===== src/rtl/block_sum_if.sv =====
// Pixel-in / block-sum-out bundle between the raster source, block_sum and the halftone renderer.
// Pure wiring, no latency; no backpressure, the source paces itself with pixelValid.
// master = pixel source / sum consumer side, slave = block_sum.
interface block_sum_if;
    logic        newFrame;
    logic [23:0] pixel;
    logic        pixelValid;
    logic [10:0] sum;
    logic        sumValid;
    logic [7:0]  blockCol;
    logic [7:0]  blockRow;
    logic        frameDone;

    modport master (
        output newFrame, pixel, pixelValid,
        input  sum, sumValid, blockCol, blockRow, frameDone
    );

    modport slave (
        input  newFrame, pixel, pixelValid,
        output sum, sumValid, blockCol, blockRow, frameDone
    );
endinterface


===== src/rtl/block_sum.sv =====
// Reduces each 5x5 RGB pixel block to an 11-bit luma sum (optional R/G/B weighting: LUMA_WEIGHTED_EN).
// Latency: sum/sumValid registered on the edge that accepts the block's 25th pixel.
// No backpressure: pixelValid gaps simply freeze all state; pixels outside a frame are dropped.
module block_sum #(
    parameter int frameWidth  = 1120,
    parameter int frameHeight = 840,
    parameter int blockCols   = frameWidth / 5
) (
    input  logic       clk,
    input  logic       reset,
    block_sum_if.slave bus
);
    localparam int XW = $clog2(frameWidth);
    localparam int YW = $clog2(frameHeight);
    localparam int AW = (blockCols > 1) ? $clog2(blockCols) : 1;
    localparam logic [XW-1:0] X_LAST = XW'(frameWidth - 1);
    localparam logic [YW-1:0] Y_LAST = YW'(frameHeight - 1);

    typedef enum logic {
        S_IDLE   = 1'b0,
        S_ACTIVE = 1'b1
    } state_t;

    state_t        r_state;
    state_t        w_state_nxt;

    logic [XW-1:0] r_x;
    logic [YW-1:0] r_y;
    logic [2:0]    r_sub_x;
    logic [2:0]    r_sub_y;
    logic [7:0]    r_col;
    logic [7:0]    r_brow;
    logic [8:0]    r_hacc;
    logic [10:0]   r_buf [blockCols];

    logic [10:0]   r_sum;
    logic          r_sum_vld;
    logic [7:0]    r_bcol;
    logic [7:0]    r_brow_out;
    logic          r_frame_done;

    logic          w_accept;
    logic          w_blk_done;
    logic          w_last;

    logic [XW-1:0] w_cx,   w_nx;
    logic [YW-1:0] w_cy,   w_ny;
    logic [2:0]    w_csx,  w_nsx;
    logic [2:0]    w_csy,  w_nsy;
    logic [7:0]    w_ccol, w_ncol;
    logic [7:0]    w_cbrow, w_nbrow;

    logic [5:0]    w_l6;
    logic [8:0]    w_row_sum;
    logic [AW-1:0] w_addr;
    logic [10:0]   w_buf_rd;
    logic [10:0]   w_buf_wr;
    logic [10:0]   w_blk_sum;

`ifdef LUMA_WEIGHTED_EN
    logic [9:0] w_l10;
    assign w_l10 = 10'(bus.pixel[23:16]) + {1'b0, bus.pixel[15:8], 1'b0} + 10'(bus.pixel[7:0]);
    assign w_l6  = 6'(w_l10 >> 4);
`else
    logic w_unused_rb;
    assign w_unused_rb = ^{bus.pixel[23:16], bus.pixel[9:8], bus.pixel[7:0]};
    assign w_l6        = bus.pixel[15:10];
`endif

    // newFrame makes this cycle's pixel (0,0), so every counter is seen as zero.
    always_comb begin : p_eff
        w_cx    = bus.newFrame ? '0 : r_x;
        w_cy    = bus.newFrame ? '0 : r_y;
        w_csx   = bus.newFrame ? '0 : r_sub_x;
        w_csy   = bus.newFrame ? '0 : r_sub_y;
        w_ccol  = bus.newFrame ? '0 : r_col;
        w_cbrow = bus.newFrame ? '0 : r_brow;
    end

    always_ff @(posedge clk or negedge reset) begin : p_state
        if (!reset) begin
            r_state <= S_IDLE;
        end else begin
            r_state <= w_state_nxt;
        end
    end

    always_comb begin : p_state_nxt
        w_state_nxt = r_state;
        if (w_last) begin
            w_state_nxt = S_IDLE;
        end else if (bus.newFrame) begin
            w_state_nxt = S_ACTIVE;
        end
    end

    always_comb begin : p_state_out
        w_accept   = bus.pixelValid && ((r_state == S_ACTIVE) || bus.newFrame);
        w_blk_done = w_accept && (w_csx == 3'd4) && (w_csy == 3'd4);
        w_last     = w_accept && (w_cx == X_LAST) && (w_cy == Y_LAST);
    end

    always_comb begin : p_cnt_nxt
        w_nx    = w_cx;
        w_ny    = w_cy;
        w_nsx   = w_csx;
        w_nsy   = w_csy;
        w_ncol  = w_ccol;
        w_nbrow = w_cbrow;
        if (w_accept) begin
            if (w_cx == X_LAST) begin
                w_nx   = '0;
                w_nsx  = '0;
                w_ncol = '0;
                if (w_cy == Y_LAST) begin
                    w_ny    = '0;
                    w_nsy   = '0;
                    w_nbrow = '0;
                end else begin
                    w_ny = w_cy + YW'(1);
                    if (w_csy == 3'd4) begin
                        w_nsy   = '0;
                        w_nbrow = w_cbrow + 8'd1;
                    end else begin
                        w_nsy = w_csy + 3'd1;
                    end
                end
            end else begin
                w_nx = w_cx + XW'(1);
                if (w_csx == 3'd4) begin
                    w_nsx  = '0;
                    w_ncol = w_ccol + 8'd1;
                end else begin
                    w_nsx = w_csx + 3'd1;
                end
            end
        end
    end

    assign w_row_sum = r_hacc + {3'b000, w_l6};
    assign w_addr    = w_ccol[AW-1:0];
    assign w_buf_rd  = r_buf[w_addr];
    assign w_buf_wr  = (w_csy == 3'd0) ? {2'b00, w_row_sum} : (w_buf_rd + {2'b00, w_row_sum});
    assign w_blk_sum = w_buf_rd + {2'b00, w_row_sum};

    always_ff @(posedge clk or negedge reset) begin : p_cnt
        if (!reset) begin
            r_x     <= '0;
            r_y     <= '0;
            r_sub_x <= '0;
            r_sub_y <= '0;
            r_col   <= '0;
            r_brow  <= '0;
            r_hacc  <= '0;
        end else begin
            r_x     <= w_nx;
            r_y     <= w_ny;
            r_sub_x <= w_nsx;
            r_sub_y <= w_nsy;
            r_col   <= w_ncol;
            r_brow  <= w_nbrow;
            if (w_accept) begin
                r_hacc <= (w_csx == 3'd0) ? {3'b000, w_l6} : w_row_sum;
            end else if (bus.newFrame) begin
                r_hacc <= '0;
            end
        end
    end

    // Column partials need no reset: the first line of each block row overwrites them.
    always_ff @(posedge clk) begin : p_buf
        if (w_accept && (w_csx == 3'd4) && (w_csy != 3'd4)) begin
            r_buf[w_addr] <= w_buf_wr;
        end
    end

    always_ff @(posedge clk or negedge reset) begin : p_out
        if (!reset) begin
            r_sum        <= '0;
            r_sum_vld    <= 1'b0;
            r_bcol       <= '0;
            r_brow_out   <= '0;
            r_frame_done <= 1'b0;
        end else begin
            r_sum_vld    <= w_blk_done;
            r_frame_done <= w_last;
            if (w_blk_done) begin
                r_sum      <= w_blk_sum;
                r_bcol     <= w_ccol;
                r_brow_out <= w_cbrow;
            end
        end
    end

    assign bus.sum       = r_sum;
    assign bus.sumValid  = r_sum_vld;
    assign bus.blockCol  = r_bcol;
    assign bus.blockRow  = r_brow_out;
    assign bus.frameDone = r_frame_done;
endmodule


===== src/flat_wrapper.sv =====
// flat-port wrapper written by rule: the top's interface ports become plain ports
module block_sum_flat 
#(
    parameter int frameWidth  = 1120,
    parameter int frameHeight = 840,
    parameter int blockCols   = frameWidth / 5
)
  (clk, reset, bus_newFrame, bus_pixel, bus_pixelValid, bus_sum, bus_sumValid, bus_blockCol, bus_blockRow, bus_frameDone);
  block_sum_if bus_i ();
  input  logic clk;
  input  logic reset;
  input wire logic [$bits(bus_i.newFrame)-1:0] bus_newFrame;
  input wire logic [$bits(bus_i.pixel)-1:0] bus_pixel;
  input wire logic [$bits(bus_i.pixelValid)-1:0] bus_pixelValid;
  output wire logic [$bits(bus_i.sum)-1:0] bus_sum;
  output wire logic [$bits(bus_i.sumValid)-1:0] bus_sumValid;
  output wire logic [$bits(bus_i.blockCol)-1:0] bus_blockCol;
  output wire logic [$bits(bus_i.blockRow)-1:0] bus_blockRow;
  output wire logic [$bits(bus_i.frameDone)-1:0] bus_frameDone;
  assign bus_i.newFrame = bus_newFrame;
  assign bus_i.pixel = bus_pixel;
  assign bus_i.pixelValid = bus_pixelValid;
  assign bus_sum = bus_i.sum;
  assign bus_sumValid = bus_i.sumValid;
  assign bus_blockCol = bus_i.blockCol;
  assign bus_blockRow = bus_i.blockRow;
  assign bus_frameDone = bus_i.frameDone;
  block_sum #(.frameWidth(frameWidth), .frameHeight(frameHeight), .blockCols(blockCols)) u_core (.clk(clk), .reset(reset), .bus(bus_i));
endmodule

===== config.mk =====
export PLATFORM = sky130hd
export DESIGN_NAME = block_sum_flat
export DESIGN_NICKNAME = d
export VERILOG_FILES = /design/src/rtl/block_sum_if.sv /design/src/rtl/block_sum.sv /design/src/flat_wrapper.sv
export SDC_FILE = /design/constraint.sdc
export NUM_CORES = 2
export LEC_CHECK = 0
export ABC_AREA = 1
export CAP_MARGIN = 20
export CORE_UTILIZATION = 50
export DETAILED_ROUTE_END_ITERATION = 10
export GPL_TIMING_DRIVEN = 1
export PLACE_DENSITY = 0.64
export SETUP_SLACK_MARGIN = 0.2
export SLEW_MARGIN = 10
export SYNTH_ARGS = -nofsm -noshare
export SYNTH_HDL_FRONTEND = slang
export SYNTH_SLANG_ARGS = --single-unit
export TNS_END_PERCENT = 100

===== constraint.sdc =====
create_clock -name clk -period 15.62 [get_ports clk]
set_input_delay 4.686 -clock clk [delete_from_list [all_inputs] [get_ports clk]]
set_output_delay 4.686 -clock clk [all_outputs]
set_load 0.02 [all_outputs]

==> impl_metrics.csv <==
group,metric,value,unit
timing,slew_viol_final,0,
critical_path,crit_path_top_delay_cell,"buf_4",
timing,skew,58.2,ps
floorplan,start_util,50.3,%
clocking,cts_buffers,275,
power,cellPowerDensity,128,nW/um^2
logic_synthesis,ys_warn_count,0,
critical_path,critPathTopFamily,"simple AND/OR/NAND/NOR gates",
clocking,cts_resized,0,
timing,slew_headroom,21.9,%
global_routing,grt_pass1_wl,429,mm
timing,finalHoldWorstSlack,464,ps
min_path,hold_path.class,"flop to flop",
place,place_hpwl,165,mm
global_routing,grt-busiest-layer,"met2",
global_routing,track_usage,28.1,%
critical_path,cp_max_fo,84,
logic_synthesis,synth_cells,8121,
clocking,postCtsHoldBufs,0,
timing,rsz0062_at_grt,"no",
clocking,clkSinkCount,2546,
run_status,status,"finished, final reports clean",
critical_path,worstPathArrival,11930,ps
power,power.leakage,41.2,nW
logic_synthesis,ys_ff_latch,2546,
critical_path,critPathMostFrequentCell,"nand2_1",
routing,wl_per_cell,27.0,um
global_routing,grt_start_max_net_pins,225,
cells_and_area,final_area,116000,um^2
timing,worst_slack,4350,ps
global_routing,grtUsageMet2,42.1,%
cells_and_area,fin_nets,8253,
floorplan,rows,166,
critical_path,cp-start-kind,"primary input",
floorplan,die_h,456,um
routing,viasPerCell,6.16,
logic_synthesis,ys_seq_area_share,73.8,%
routing,dr.pass1.iters,8,
logic_synthesis,synthArstFlopShare,3.22,%
logic_synthesis,avgSynthCellArea,12.7,um^2
clocking,cts_buffer_depth,4,
cells_and_area,drive_gt1_share,8.73,%
timing,fin_setup_tns,0,ps
global_routing,grt_use_met1,39.1,%
clocking,htree_levels,5,
routing,antenna_left,0,
logic_synthesis,synth_edf_count,2464,
critical_path,critPathRequiredTime,16280,ps
clocking,clock_latency,940,ps
clocking,clk_pin_slew,60,ps
timing,finalHoldViolations,0,
power,peakVddDrop,141,uV
timing,fin_crit,11270,ps
critical_path,path_buf_inv,7,
global_routing,antenna_found_initial,8,
floorplan,dieArea,208000,um^2
place,placed_cell_area,106000,um^2
floorplan,core,205000,um^2
place,gp_congestion,0.890,
clocking,cts_setup_buffers,0,
flow_run,cap_violations,0,
timing,max_clock_freq,0.0888,GHz
routing,vias,68300,
global_routing,grt_pass1_vias,63300,
logic_synthesis,netlist_area,103000,um^2
timing,post-route-period-util,72.1,%
logic_synthesis,postSynthNetCount,8177,
global_routing,met3_usage,6.45,%
global_routing,grt_overflow_total,0,
logic_synthesis,ys.flop_type,"edfxtp_1",
place,port-buffer-count,38,
floorplan,ioPinCount,57,
routing,drc_errors,0,
timing,finalSetupViolCount,0,
clocking,cts_tree,"built",
critical_path,path_class,"primary input to flop",
timing,worst_slew_pin_slew,1170,ps
critical_path,cpPeakStageDelay,590,ps
cells_and_area,syn_to_final_growth,12.2,%
critical_path,cp-end-kind,"flop",
clocking,cts-root-buf,"clkbuf_16",
place,post-place-ws,3770,ps
logic_synthesis,ys_types,51,
routing,drt_wl_total,299,mm
routing,drt_iter0_drc,9186,
floorplan,dieWidth,456,um
[cell families (layout without fill, tap and decap cells)]
logic type      after synthesis  after routing  share of synthesized area (%)
xor+xnor                     21             21                          0.179
other cells                   0              4                              0
simple gates               3417           3417                           13.1
buf+inv                     695            963                           3.35
fa+ha+maj                    28             28                          0.355
flops                      2546           2546                           73.8
compound gates             1414           1414                           9.19
[area by class of cell]
| type | instances | area [um^2] |
|---|---|---|
| repair buffers | 344 | 3220 |
| inverters | 150 | 578 |
| well taps | 2688 | 3360 |
| fillers | 16000 | 89100 |
| clock inverters | 123 | 1160 |
| clock buffers | 346 | 7410 |
| multi-input cells | 4880 | 23700 |
| flip-flops and latches | 2546 | 76000 |
| diodes | 4 | 10.0 |
[flip-flops by register name, indices dropped and copies added (netlist names)]
register and count:
u_core.bus.blockCol 8, u_core.bus.blockRow 8, u_core.bus.frameDone 1, u_core.bus.sum 11, u_core.bus.sumValid 1, u_core.r_brow 8, u_core.r_buf 2464, u_core.r_col 8
u_core.r_hacc 9, u_core.r_state 1, u_core.r_sub_x 3, u_core.r_sub_y 3, u_core.r_x 11, u_core.r_y 10
[synthesized netlist by cell type, drive strengths merged, types with 5 or more instances]
cell        n  area [um^2]
buf       405         2360
edfxtp   2464        74000
clkbuf    140          526
nor4        6         43.8
xor2       17          149
nor2      582         2230
dfrtp      82         2050
a32o      153         1530
o221ai     20          175
nand4      19          119
a22oi      22          165
a32oi     324         2840
nand2    2401         9020
nand3     384         1920
o2111ai     6         52.6
nor3       20          105
a211oi      5         37.5
ha         26          325
o22ai     140          876
inv       147          557
o31ai       7         52.6
a21oi     520         2600
o21ai     204         1020
[metrics by stage]
step	cells	total power, mW	util, %
final	11100	14.8	56.5
after global routing	11100	15.1	56.5
after CTS	11000	14.8	56.1
after detailed placement	10500	8.62	51.9
after global placement	10500	8.59	51.7
after floorplan	8121	8.48	-
[layer usage]
| layer | share of wire (%) | wire [um] | vias up |
|---|---|---|---|
| met5 | 0.015 | 46 | - |
| met4 | 4.8 | 14300 | 8 |
| met3 | 11 | 33600 | 724 |
| met2 | 45 | 134000 | 3984 |
| met1 | 39 | 117000 | 33800 |
| li1 | - | - | 29800 |
[worst register-to-register path, delay by kind of cell (launching register included)]
family	cells	cell delay, ps
adders and majority gates	2	630
and+or+nand+nor	13	2300
DFF	1	560
buffers and inverters	6	2220
AOI/OAI and AO/OA	8	1460
[report_power, final]
part	internal (mW)	switching, mW
Combinational	0.0824	0.568
Clock	3.72	2.58
Sequential	7.82	0.00252
[final timing paths]
| kind | slack (ps) | end | from | depth (start not counted) |
|---|---|---|---|---|
| max | 4350 | u_core.r_buf[179][10] | bus_newFrame | 30 |
| min | 460 | u_core.r_x[3] | u_core.r_x[3] | 1 |
| max reg2reg | 8100 | u_core.r_buf[179][10] | u_core.r_col[0] | 29 |
| min reg2reg | 460 | u_core.r_x[3] | u_core.r_x[3] | 1 |
| max in group asynchronous | 10840 | u_core.r_col[0] | reset | 2 |
| min in group asynchronous | 3700 | u_core.r_x[8] | reset | 1 |
[layout by cell type (no fill, tap or decap), drive strengths merged, types with 2 or more instances in the layout]
master and n:
edfxtp 2464, nand2 2401, nor2 582, a21oi 520, nand3 384, clkbuf 346
a32oi 324, buf 308, o21ai 204, a32o 153, inv 152, o22ai 140
clkinv 96, dfrtp 82, clkdlybuf4s50 36, ha 26, bufinv 23, a22oi 22
o221ai 20, nor3 20, nand4 19, xor2 17, o31ai 7, o2111ai 6
nor4 6, a211oi 5, diode 4, o211ai 4, xnor2 4, and2 2
o21bai 2, o221a 2, fa 2, clkinvlp 2
Power figures use the tool's default switching activity.
